$ cat config.mk
export PLATFORM = sky130hd
export DESIGN_NAME = fsm_run_ctrl
export DESIGN_NICKNAME = d
export VERILOG_FILES = /design/src/rtl/fsm_pkg.sv /design/src/rtl/fsm_run_counter.sv /design/src/rtl/fsm_run_ctrl.sv
export SDC_FILE = /design/constraint.sdc
export NUM_CORES = 1
export LEC_CHECK = 0
export CAP_MARGIN = 5
export CORE_MARGIN = 4
export CORE_UTILIZATION = 50
export CTS_CLUSTER_SIZE = 25
export DETAILED_ROUTE_END_ITERATION = 12
export GPL_TIMING_DRIVEN = 0
export MAX_ROUTING_LAYER = met4
export PLACE_DENSITY = 0.78
export RECOVER_POWER = 50
export SYNTH_ARGS = -nofsm -noshare
export SYNTH_HDL_FRONTEND = slang
export SYNTH_SLANG_ARGS = --single-unit
$ cat constraint.sdc
create_clock -name i_clock -period 4.65 [get_ports i_clock]
set_input_delay 0.93 -clock i_clock [delete_from_list [all_inputs] [get_ports i_clock]]
set_output_delay 0.93 -clock i_clock [all_outputs]
set_load 0.1 [all_outputs]
$ cat src/rtl/fsm_pkg.sv
// Shared FSM state encodings.
// Used by the run controller and any bench that decodes its state.
package fsm_pkg;

  typedef enum logic [1:0] {
    STATE_IDLE = 2'b00,
    STATE_RUN  = 2'b01,
    STATE_DONE = 2'b10,
    STATE_BAD  = 2'b11
  } state_e;

endpackage

$ cat src/rtl/fsm_run_counter.sv
// Run-length latch, elapsed counter and terminal-count compare.
// A zero length is treated as one so a run always has a last cycle.
module fsm_run_counter #(
  parameter int W = 8
) (
  input  logic         clk,
  input  logic         rst_n,
  input  logic         clear,
  input  logic         load,
  input  logic         enable,
  input  logic [W-1:0] len_in,
  output logic [W-1:0] count,
  output logic         last
);

  logic [W-1:0] len_q;
  logic [W-1:0] len_d;
  logic [W-1:0] count_q;
  logic [W-1:0] count_d;
  logic [W-1:0] len_m1;

  // length and count registers
  always_ff @(posedge clk or negedge rst_n) begin
    if (!rst_n) begin
      len_q   <= '0;
      count_q <= '0;
    end else begin
      len_q   <= len_d;
      count_q <= count_d;
    end
  end

  // load on start, count while enabled
  always_comb begin
    len_d   = len_q;
    count_d = count_q;
    if (clear) begin
      len_d   = '0;
      count_d = '0;
    end else if (load) begin
      len_d   = len_in;
      count_d = '0;
    end else if (enable) begin
      count_d = count_q + 1'b1;
    end
  end

  // last cycle when count reaches max(len,1)-1
  always_comb begin
    len_m1 = (len_q == '0) ? '0 : len_q - 1'b1;
    last   = (count_q == len_m1);
  end

  assign count = count_q;

endmodule

$ cat src/rtl/fsm_run_ctrl.sv
// Run controller: IDLE -> RUN for a latched length -> DONE -> IDLE.
// Abort in RUN returns to IDLE and pulses o_aborted next cycle.
module fsm_run_ctrl
  import fsm_pkg::*;
#(
  parameter int CNT_WIDTH = 8,
  parameter int ACK_MODE  = 0
) (
  input  logic                 i_clock,
  input  logic                 i_reset_async_n,
  input  logic                 i_isRun,
  input  logic [CNT_WIDTH-1:0] i_run_len,
  input  logic                 i_abort,
  input  logic                 i_ack,
  output logic [1:0]           o_state,
  output logic                 o_busy,
  output logic                 o_done,
  output logic                 o_aborted,
  output logic [CNT_WIDTH-1:0] o_count
);

  state_e state_q;
  state_e state_d;
  logic   aborted_q;
  logic   aborted_d;
  logic   cnt_clear;
  logic   cnt_load;
  logic   cnt_en;
  logic   cnt_last;

  fsm_run_counter #(
    .W(CNT_WIDTH)
  ) u_cnt (
    .clk    (i_clock),
    .rst_n  (i_reset_async_n),
    .clear  (cnt_clear),
    .load   (cnt_load),
    .enable (cnt_en),
    .len_in (i_run_len),
    .count  (o_count),
    .last   (cnt_last)
  );

  // state and abort-pulse registers
  always_ff @(posedge i_clock or negedge i_reset_async_n) begin
    if (!i_reset_async_n) begin
      state_q   <= STATE_IDLE;
      aborted_q <= 1'b0;
    end else begin
      state_q   <= state_d;
      aborted_q <= aborted_d;
    end
  end

  // next state and counter control
  always_comb begin
    state_d   = state_q;
    aborted_d = 1'b0;
    cnt_clear = 1'b0;
    cnt_load  = 1'b0;
    cnt_en    = 1'b0;
    unique case (1'b1)
      (state_q == STATE_IDLE): begin
        if (i_isRun) begin
          state_d  = STATE_RUN;
          cnt_load = 1'b1;
        end
      end
      (state_q == STATE_RUN): begin
        cnt_en = 1'b1;
        if (i_abort) begin
          state_d   = STATE_IDLE;
          aborted_d = 1'b1;
        end else if (cnt_last) begin
          state_d = STATE_DONE;
        end
      end
      (state_q == STATE_DONE): begin
        if (ACK_MODE == 0 || i_ack) begin
          state_d = STATE_IDLE;
        end
      end
      default: begin
        state_d   = STATE_IDLE;
        cnt_clear = 1'b1;
      end
    endcase
  end

  // status decoded from the state register only
  always_comb begin
    o_state = state_q;
    o_busy  = (state_q == STATE_RUN);
    o_done  = (state_q == STATE_DONE);
  end

  assign o_aborted = aborted_q;

endmodule

After elaboration in Yosys (flattened, before gate mapping)
Cells that the tools add are included.
- register bits after elaboration: 19
- bits of input ports: 13
- output and inout bits: 13
- $add $sub $neg: 2
- eq/ne operators: 7
- reductions and logical operators: 4
- muxes and demuxes: 15
- operators with widths (kind ; count):
    $mux W8 ; 6
    $add A8 B1 Y8 const B ; 1
    $eq A8 B8 Y1 ; 1
    $logic_not A8 Y1 ; 1
    $sub A8 B1 Y8 const B ; 1
    $mux W2 ; 3
    $mux W1 ; 5
    $pmux W2 S2 ; 1
    $ne A3 B1 Y1 const B ; 1
    $ne A3 B2 Y1 const B ; 1
    $reduce_or A3 Y1 ; 1
    $eq A2 B1 Y1 const B ; 1
    $eq A2 B2 Y1 const B ; 1
    $logic_not A2 Y1 ; 1
    $ne A2 B1 Y1 const B ; 1
    $ne A2 B2 Y1 const B ; 1
    $reduce_and A2 Y1 ; 1

Logic depth before layout (Yosys ltp)
- depth in word-level cells: 6
- gate-level depth with buffers: 9
- gate-level depth less buffers: 8

Modules after synthesis
Synthesis repeated with hierarchy kept, for this count alone.
- cell total of the unflattened synthesis: 135
- area, all modules: 1270.0 um^2
- by module, submodules not included (module ; area an instance (um^2) ; cells an instance ; seq. area each (um^2) ; times used):
    fsm_run_counter ; 1123.6 ; 124 ; 400.4 ; 1
    fsm_run_ctrl ; 146.4 ; 11 ; 75.1 ; 1

Least setup slack after synthesis
OpenSTA, ideal clock, no wires.
- path type: register to output
- start point: register state_q[1], in the netlist o_state[1]
- end point: output port o_done
- stages on the path, launching flop included: 3
- arrival time: 2706 ps
- path slack: 1014 ps
- cell sequence: dfrtp_1 > clkbuf_1 > nor2b_1
- cells in the longest elaborated chain, start to end: 1
- RTL lines (item ; RTL line ; text):
    start, declared ; fsm_run_ctrl.sv:22 ; state_e state_q;
    start signal, assigned ; fsm_run_ctrl.sv:50 ; state_q <= state_d;
    $eq A2 B2 Y1 ; fsm_run_ctrl.sv:94 ; o_done = (state_q == STATE_DONE);
    end, declared ; fsm_run_ctrl.sv:17 ; output logic o_done,
No other way between the ends.

Worst setup path in the final report
Same ends and word-level chain as after synthesis.

==> impl_metrics.toml <==
[cts]
cts_buffers = 3
tritoncts_clock_tree = "done"
cts_max_level = 1
cts-root-buf = "sky130_fd_sc_hd__clkbuf_4"
cts_hold_repair.buffers = 0
worst_path_clk_slew_ns = 0.11
cts_max_path_buffers = 2
cts-resized-gates = 0
clock-sinks = 19
post_cts_buffers = 0
clock_insertion_delay_worst_skew_ns = 0.30

[sta]
finalCritPeriodShare_pct = 72.14
drv_slew = 0
final-setup-viol-count = 0
final-hold-violation-count = 0
maxSlewHeadroom_pct = 35.11
finalWorstSetupSlack_ns = 1.295
fmax_mhz = 298.1
slew_at_the_pin_closest_to_its_max_slew_limit_ns = 0.9704
grt_setup_unrepaired = "no"
setup_tns_ns = 0
finClkSkew_ns = 0.002314
layout_min_cycle_time_ns = 3.355

[placement]
buffer_ports.inserted = 24
place_ws_ns = 1.631
hpwl_um = 2199
globalplace.congestion = 0.8463

[floorplanning]
die_width_um = 58.97
fp.coreArea_um2 = 2477
core.rowCount = 18
number_of_ports_placed_on_the_die_boundary = 26
floorplan.die_area_um2 = 3477
die_height_um = 58.97
initial_util_pct = 52.42

[grt]
grt.total_usage_pct = 19.95
grt_pass1_wl_um = 5133
number_of_global_route_vias_before_repair = 1132
grt_remaining_overflow = 0
antenna_found_initial = 0
largest_net_degree_at_the_start_of_global_routing = 20

[worst_hold_path]
holdPathEnd = "u_cnt.len_q[0]"
timing.hold.worst.start = "u_cnt.len_q[0]"
timing.hold.worst_path_depth = 2
hold_class = "flop to flop"

[power]
total_leakage_power_nw = 0.6614
comb_power_share_pct = 63.1
p_total_w = 0.0009272
power.sequential.fraction_pct = 27.8
power_switching_share_pct = 50.50
total_switching_power_w = 0.0004682
internal-power_w = 0.0004589
ir_drop_uv = 549.8
p_per_cell_area_nw_per_um2 = 578.5
clock_power_share_pct = 9.1

[worst_setup_path]
r2r_cells = 9
r2r_setup_slack_ns = 1.98
cell_chain_of_the_critical_path = "clkbuf_1, nor2b_1, clkdlybuf4s50_1"
worstSetupPathType = "flop to output pin"
arrival_ns = 2.42
critical_path_required_ns = 3.72
max_stage_delay_ns = 1.14
timing.critical_path.from_type = "flop"
worst_r2r_startpoint = "u_cnt.len_q[0]"
worst-path-max-fanout = 10
critical_path_buf_inv_count = 2
cp_slowest_cell = "sky130_fd_sc_hd__clkdlybuf4s50_1"
cp-end-kind = "output pin"
critPathTopFamily = "buffers and inverters"
r2r_end = "o_state[0]"

[drt]
detail-route-antenna-nets = 0
drc = 0
wirelength_um = 2913
vias = 1155
routed_via_density = 5.553
post_drt_wl_per_cell_um = 14.00
drt_iter0_drc = 38
drt_pass1_iterations = 5

[synthesis]
synth_ff_type = "sky130_fd_sc_hd__dfrtp_1"
synthDistinctLibCells = 44
seq_area_frac_synth_pct = 36.61
post_synth.cell_area_avg_um2 = 8.658
synth.top_cell.area_share_pct = 36.61
syn-num-nets = 165
synth.ff_latch_count = 19
post_synth_main_area_contributors = "sky130_fd_sc_hd__dfrtp_1 37%, sky130_fd_sc_hd__nand2_1 5.5%, sky130_fd_sc_hd__xor2_1 5.4%"
netlist_instances = 150
share_of_synthesized_registers_carrying_an_async_set_or_reset_pct = 100.0
post_syn_area_um2 = 1299
synth_edf_count = 0
synth_top_area_cell = "sky130_fd_sc_hd__dfrtp_1"
yosys_warnings = 0

[cells_and_area]
synthToLayoutAreaGrowth_pct = 23.41
finish.net_count = 194
layout_commonest_cell = "sky130_fd_sc_hd__clkdlybuf4s50_1"
n_antenna_cell = 0
drive_above_1_share_pct = 8.989
layout_common_cells = "21 x sky130_fd_sc_hd__clkdlybuf4s50_1, 19 x sky130_fd_sc_hd__nand2_1, 19 x sky130_fd_sc_hd__dfrtp_1"

[status]
status = "completed"

[job]
maxCapViolCount = 0
-- cells in the mapped netlist, types with 3 or more instances --
master / number
sky130_fd_sc_hd__xor2_1: 8
sky130_fd_sc_hd__nor2b_1: 4
sky130_fd_sc_hd__nand4_1: 3
sky130_fd_sc_hd__inv_1: 5
sky130_fd_sc_hd__dfrtp_1: 19
sky130_fd_sc_hd__nor3_1: 3
sky130_fd_sc_hd__clkbuf_1: 4
sky130_fd_sc_hd__nand2_1: 19
sky130_fd_sc_hd__o21ai_0: 13
sky130_fd_sc_hd__a21oi_1: 6
sky130_fd_sc_hd__a22oi_1: 8
sky130_fd_sc_hd__nor2_1: 11
sky130_fd_sc_hd__nand2b_1: 3
sky130_fd_sc_hd__buf_6: 3
-- cells by family after synthesis --
logic type	share of synthesized area, %
buffers and inverters	8.285
xor gates and xnor gates	6.744
muxes	0.7707
adders and majority gates	1.926
DFF	36.61
AOI/OAI and AO/OA	19.17
and+or+nand+nor	26.49
-- worst min-delay path: stages (launching register included) --
cell,delay [ns]
sky130_fd_sc_hd__dfrtp_1,0.41
sky130_fd_sc_hd__nand2_1,0.06
sky130_fd_sc_hd__o21ai_0,0.07
-- through the flow --
stage                     util (%)  hold WS, ns  instances  instance area (µm²)
after floorplan                  -       0.4857        150                 1299
after detailed placement     63.64       0.5419        204                 1577
after global placement       63.64       0.5350        204                 1577
after CTS                    64.70       0.5669        208                 1603
after global routing         64.70       0.6026        208                 1603
final                        64.70       0.5719        208                 1603
-- state kept, by name, indices dropped and copies added, names as in the netlist --
signal       cells
u_cnt.len_q      8
o_state          2
u_cnt.count      8
o_aborted        1
-- power by group through the flow --
stage / logic, W / clock network [W] / registers (W)
5_1_grt: 0.000642 / 0.0000949 / 0.000268
3_5_place_dp: 0.000584 / 0 / 0.000261
2_1_floorplan: 0.000351 / 0 / 0.000364
6_report: 0.000585 / 0.0000847 / 0.000258
4_1_cts: 0.000588 / 0.0000883 / 0.000258
3_3_place_gp: 0.000572 / 0 / 0.000258
-- routing by layer --
metal	wire length (µm)	vias up	GRT usage [%]
met5	0	-	-
met4	17	0	6.796
met3	64	2	2.632
met2	1394	17	30.60
met1	1436	548	27.13
li1	-	588	-
-- area by class of cell --
class / count / area [µm²]
timing repair buffer: 24 / 240.2
multi-input combinational: 115 / 715.7
buffer: 11 / 88.84
tap: 30 / 37.54
inverter: 5 / 18.77
clock buffer: 4 / 26.28
sequential: 19 / 475.5
fill: 217 / 874.6
-- worst max path at each step --
stage,to,slack (ns),from,depth (start not counted)
floorplan,o_done,1.01,o_state[1],2
global placement,o_done,1.64,o_state[1],3
detailed placement,o_done,1.63,o_state[1],3
CTS,o_done,1.27,o_state[1],3
global route,o_done,1.19,o_state[1],3
finish,o_done,1.30,o_state[1],3
(Power assumes the default switching activity.)
